File: src/rtl/inverse_substitution_layer_serial.sv
// Iterative inverse of the ASCON 5-bit S-box layer over a 320-bit state.
// Processes COLS_PER_CYCLE bit-sliced columns per clock, lowest column first,
// under a start/done handshake. Row 0 of the state holds the column MSB.
module inverse_substitution_layer_serial #(
  parameter int unsigned COLS_PER_CYCLE = 8
) (
  input  logic              clock_i,
  input  logic              reset_i,
  input  logic              start_i,
  input  logic [0:4][63:0]  state_i,
  output logic [0:4][63:0]  state_o,
  output logic              busy_o,
  output logic              done_o
);

  localparam int unsigned N     = 64 / COLS_PER_CYCLE;
  localparam int unsigned CNT_W = (N > 1) ? $clog2(N) : 1;
  localparam logic [CNT_W-1:0] CNT_LAST = CNT_W'(N - 1);

  typedef enum logic [1:0] {
    IDLE,
    RUN,
    DONE
  } fsm_t;

  fsm_t              fsm_q;
  logic [CNT_W-1:0]  cnt_q;
  logic [0:4][63:0]  state_q;
  logic [0:4][63:0]  state_next;
  logic              busy_q;
  logic              done_q;
  logic [5:0]        col_idx;
  logic [4:0]        col_in;
  logic [4:0]        col_out;

  function automatic logic [4:0] inv_sbox(input logic [4:0] x);
    logic [4:0] y;
    case (x)
      5'h00: y = 5'h14;  5'h01: y = 5'h1A;  5'h02: y = 5'h07;  5'h03: y = 5'h0D;
      5'h04: y = 5'h00;  5'h05: y = 5'h09;  5'h06: y = 5'h0E;  5'h07: y = 5'h12;
      5'h08: y = 5'h0A;  5'h09: y = 5'h06;  5'h0A: y = 5'h1D;  5'h0B: y = 5'h01;
      5'h0C: y = 5'h19;  5'h0D: y = 5'h15;  5'h0E: y = 5'h13;  5'h0F: y = 5'h1E;
      5'h10: y = 5'h18;  5'h11: y = 5'h16;  5'h12: y = 5'h0B;  5'h13: y = 5'h11;
      5'h14: y = 5'h03;  5'h15: y = 5'h05;  5'h16: y = 5'h1C;  5'h17: y = 5'h1F;
      5'h18: y = 5'h17;  5'h19: y = 5'h1B;  5'h1A: y = 5'h04;  5'h1B: y = 5'h08;
      5'h1C: y = 5'h0F;  5'h1D: y = 5'h0C;  5'h1E: y = 5'h10;  default: y = 5'h02;
    endcase
    return y;
  endfunction

  // Inverse S-box applied to the slice of columns selected by the counter.
  always_comb begin
    state_next = state_q;
    col_idx    = '0;
    col_in     = '0;
    col_out    = '0;
    for (int unsigned k = 0; k < COLS_PER_CYCLE; k++) begin
      col_idx = 6'(32'(cnt_q) * COLS_PER_CYCLE + k);
      col_in  = {state_q[0][col_idx], state_q[1][col_idx], state_q[2][col_idx],
                 state_q[3][col_idx], state_q[4][col_idx]};
      col_out = inv_sbox(col_in);
      state_next[0][col_idx] = col_out[4];
      state_next[1][col_idx] = col_out[3];
      state_next[2][col_idx] = col_out[2];
      state_next[3][col_idx] = col_out[1];
      state_next[4][col_idx] = col_out[0];
    end
  end

  // Control FSM with working register and registered busy/done flags.
  always_ff @(posedge clock_i or posedge reset_i) begin
    if (reset_i) begin
      fsm_q   <= IDLE;
      cnt_q   <= '0;
      state_q <= '0;
      busy_q  <= 1'b0;
      done_q  <= 1'b0;
    end else begin
      case (fsm_q)
        IDLE: begin
          done_q <= 1'b0;
          if (start_i) begin
            state_q <= state_i;
            cnt_q   <= '0;
            busy_q  <= 1'b1;
            fsm_q   <= RUN;
          end
        end
        RUN: begin
          state_q <= state_next;
          if (cnt_q == CNT_LAST) begin
            busy_q <= 1'b0;
            done_q <= 1'b1;
            fsm_q  <= DONE;
          end else begin
            cnt_q <= cnt_q + 1'b1;
          end
        end
        DONE: begin
          done_q <= 1'b0;
          if (start_i) begin
            state_q <= state_i;
            cnt_q   <= '0;
            busy_q  <= 1'b1;
            fsm_q   <= RUN;
          end else begin
            fsm_q <= IDLE;
          end
        end
        default: begin
          fsm_q  <= IDLE;
          busy_q <= 1'b0;
          done_q <= 1'b0;
        end
      endcase
    end
  end

  assign state_o = state_q;
  assign busy_o  = busy_q;
  assign done_o  = done_q;

endmodule

File: config.mk
export PLATFORM = sky130hd
export DESIGN_NAME = inverse_substitution_layer_serial
export DESIGN_NICKNAME = d
export VERILOG_FILES = /design/src/rtl/inverse_substitution_layer_serial.sv
export SDC_FILE = /design/constraint.sdc
export NUM_CORES = 1
export LEC_CHECK = 0
export ABC_CLOCK_PERIOD_IN_PS = 12870
export CAP_MARGIN = 20
export CORE_AREA = 2 2 255 257
export DETAILED_ROUTE_END_ITERATION = 8
export DIE_AREA = 0 0 257 259
export PLACE_DENSITY = 0.6
export SKIP_LAST_GASP = 1
export SLEW_MARGIN = 0
export SYNTH_ARGS = -nofsm -noshare
export SYNTH_HDL_FRONTEND = slang
export SYNTH_SLANG_ARGS = --single-unit
File: constraint.sdc
create_clock -name clock_i -period 12.87 [get_ports clock_i]
set_clock_uncertainty 0.05 [all_clocks]
set_input_delay 2.574 -clock clock_i [delete_from_list [all_inputs] [get_ports clock_i]]
set_output_delay 2.574 -clock clock_i [all_outputs]
set_load 0.01 [all_outputs]
==> summary.md <==
| Metric | Value |
|---|---|
| Run status | `finished clean` |
| Proportion of synthesized chip area in sequential cells | `41.8%` |
| Layout cell share with drive strength beyond 1 | `12.4%` |
| Unrepaired setup endpoints after global routing | `false` |
| Clock period minus worst slack | `5.07 ns` |
| DP HPWL | `73.2 mm` |
| Area share of the largest cell type after synthesis | `41.8%` |
| Worst-skew pair later-pin latency | `0.57 ns` |
| Die area | `66600 um2` |
| Final setup violating endpoints | `0` |
| Worst path setup slack after routing | `7.80 ns` |
| Count of mapped cells out of synthesis | `1868` |
| Number of instances on the worst hold path | `2` |
| H-tree Lvls | `2` |
| Length of the first detailed-routing pass in iterations | `6` |
| Total setup buffers inserted after CTS | `0` |
| Tightest Pin Transition | `1.21 ns` |
| Core Region | `63900 um2` |
| Max-slew violation count | `0` |
| Worst reg2reg startpoint | `cnt_q[2]` |
| Required time of the worst setup path | `13.31 ns` |
| Worst slew slack as a fraction of its limit | `19.4%` |
| Post-Route Utilization | `43.9%` |
| Drt drc | `0` |
| Total gr overflow | `0` |
| Maximum fanout along the worst path | `41` |
| Vertical die dimension | `259 um` |
| M1 wire length | `38.6 mm` |
| Met3 Wirelength | `9.17 mm` |
| Final critical-path share of the clock period | `39.4%` |
| PortBufs | `644` |
| Critical Setup Path Class | `in2reg` |
| Endpoints failing hold | `0` |
| WL/cell | `30.7 um` |
| CP startpoint kind | `input pin` |
| Total negative setup slack | `0 ns` |
| Reg2Reg Capture Point | `state_o[177]` |
| Total via count after detailed routing | `20065` |
| Post-route standard cell area excluding fillers | `28100 um2` |
| Max cap viols | `0` |
| Fraction of registers with async set or reset after synthesis | `100%` |
| Top post-synthesis cells by count | `sky130_fd_sc_hd__dfrtp_1 (327), sky130_fd_sc_hd__a21oi_1 (221), sky130_fd_sc_hd__nor2_1 (128)` |
| Critical path launch point | `start_i` |
| Number of inserted filler cells in the final layout | `5951` |
| Min-delay src | `state_o[279]` |
| Site Rows | `93` |
| Count of cells resized by post-cts repair | `0` |
| Critical path, cell by cell | `clkdlybuf4s50_1, buf_4, inv_4, nor2_4, buf_4, nor2_4, a21oi_1, and3_1, a21oi_1` |
| Post-synth top flop | `sky130_fd_sc_hd__dfrtp_1` |
| DRT antenna net count | `0` |
| Uppermost layer routed | `met5` |
| Worst Reg2Reg Path Length in Cells | `11` |
| Placement Cell Area | `26700 um2` |
| Clock tree from TritonCTS | `done` |
| Worst slack at placement | `7.28 ns` |
| Clock edge transition at the registers on the reported setup and hold paths | `0.06 ns` |
| Number of buffers inserted by hold repair at cts | `0` |
| Ports | `645` |
| GRT Util Overall | `29.5%` |
| Die width | `257 um` |
| CTS max path bufs | `3` |
| Number of vias per cell after detailed routing | `6.04` |
| Min-Delay Endpoint | `state_o[279]` |
| Initial Util | `30.6%` |
| Synthesis-to-finish area growth | `43.3%` |
| Hold crit path type | `reg2reg` |
| Unique cell type count in the Yosys netlist | `93` |
| Root Buffer | `sky130_fd_sc_hd__clkbuf_16` |
| CTS sink cnt | `327` |
| Total clock buffers created by CTS | `40` |
| Vias in the first global route | `20272` |
| FF+latch count, synth | `327` |
| Final weighted congestion in routability-driven placement | `0.936` |
| Nets@finish | `2806` |
| Post-Route WL | `102 mm` |
| Maximum number of pins on one net before global-route repair | `144` |
| Violation count after the first detailed-routing iteration | `2067` |
| Amount of wire on met2 after detailed routing | `49.8 mm` |
| Largest stage delay on the critical path | `0.94 ns` |
| Leading cell type by number of instances after synthesis | `sky130_fd_sc_hd__dfrtp_1` |
| Initial antenna violation count | `8` |
| Kind of capture point of the worst setup path | `register` |
| Most area-consuming cells after synthesis | `sky130_fd_sc_hd__dfrtp_1 (42%), sky130_fd_sc_hd__mux4_2 (8.4%), sky130_fd_sc_hd__a21oi_1 (5.6%), sky130_fd_sc_hd__o32ai_1 (4.9%), sky130_fd_sc_hd__a22oi_1 (3.3%)` |
| Setup slack of the most critical reg-to-reg path | `8.06 ns` |
| Number of warnings reported in the yosys synthesis log | `0` |
| F_max | `197 MHz` |
| Post-synth top area cell | `sky130_fd_sc_hd__dfrtp_1` |
| Synthesized cell area | `19600 um2` |
| First-pass GRT wire length | `145 mm` |
| Critical-path cell with the highest stage delay | `sky130_fd_sc_hd__nor2_4` |
| Critical path arrival | `5.51 ns` |
| Mapped Nets | `2241` |
| Mean instance size in the synthesized netlist | `10.5 um2` |
| Number of enable flip-flop cells after synthesis | `0` |
## stage by stage
stage / hold WS [ns] / cells
after floorplan: 0.473 / 1868
after global placement: 0.451 / 3242
after detailed placement: 0.452 / 3245
after CTS: 0.468 / 3314
after global routing: 0.494 / 3320
final: 0.467 / 3322
## per-layer routing
layer	vias up	track usage [%]
li1	8382	-
met1	10107	36.2
met2	1306	49.9
met3	266	6.84
met4	4	12.4
met5	-	0
## worst max-delay path, delay by kind of cell
family | cells | cell delay [ns]
AOI/OAI and AO/OA | 2 | 0.33
buffers and inverters | 4 | 1.34
and+or+nand+nor | 3 | 1.23
## worst max path at each step
stage | slack, ns | endpoint
after floorplan | 1.19 | busy_o
after global placement | 7.31 | state_o[34]
after detailed placement | 7.28 | state_o[34]
after CTS | 7.87 | state_o[34]
after global routing | 7.76 | state_o[34]
final | 7.80 | state_o[34]
## cell usage in the layout, fill, tap and decap left out, types with 13 or more instances in the layout
master / netlist / layout
sky130_fd_sc_hd__a221oi_1: 29 / 29
sky130_fd_sc_hd__clkdlybuf4s50_1: 0 / 644
sky130_fd_sc_hd__and3_1: 70 / 70
sky130_fd_sc_hd__nand2_1: 60 / 55
sky130_fd_sc_hd__o22ai_1: 29 / 29
sky130_fd_sc_hd__clkbuf_16: 0 / 41
sky130_fd_sc_hd__o32ai_1: 109 / 109
sky130_fd_sc_hd__mux2i_1: 40 / 38
sky130_fd_sc_hd__mux4_2: 73 / 73
sky130_fd_sc_hd__dfrtp_1: 327 / 323
sky130_fd_sc_hd__xnor2_1: 13 / 13
sky130_fd_sc_hd__inv_1: 29 / 27
sky130_fd_sc_hd__mux2_2: 19 / 19
sky130_fd_sc_hd__nor3_1: 16 / 15
sky130_fd_sc_hd__buf_4: 13 / 36
sky130_fd_sc_hd__nor2_1: 128 / 117
sky130_fd_sc_hd__a22oi_1: 85 / 85
sky130_fd_sc_hd__a21oi_1: 221 / 221
sky130_fd_sc_hd__o21ai_0: 81 / 81
sky130_fd_sc_hd__o21ai_1: 89 / 89
sky130_fd_sc_hd__ha_1: 50 / 50
sky130_fd_sc_hd__a211oi_1: 19 / 19
sky130_fd_sc_hd__o211ai_1: 18 / 18
## sequential cells by signal, indices dropped and copies added (netlist names)
register / flops
cnt_q: 3
fsm_q: 2
busy_o: 1
state_o: 320
done_o: 1
## kinds of logic after synthesis
kind of cell	after synthesis	synth area share [%]
flops	327	41.8
mux	155	13.7
buf+inv	198	5.02
fa+ha+maj	53	3.36
simple gates	347	8.74
compound gates	768	26.3
xor+xnor	20	1.12
## final cells by class
type | instances | area (um2) | share of cell area (%)
antenna | 7 | 17.5 | 0.0624
clock buffer | 55 | 1160 | 4.13
clock inverter | 14 | 131 | 0.468
inverter | 36 | 153 | 0.544
multi-input combinational | 1343 | 10500 | 37.5
sequential | 327 | 8200 | 29.2
tap | 855 | 1070 | 3.81
timing repair buffer | 685 | 6810 | 24.3
Power is left out: the tool's default activity adds up to more than one toggle a clock period on the data nets, which glitch-free logic cannot reach.
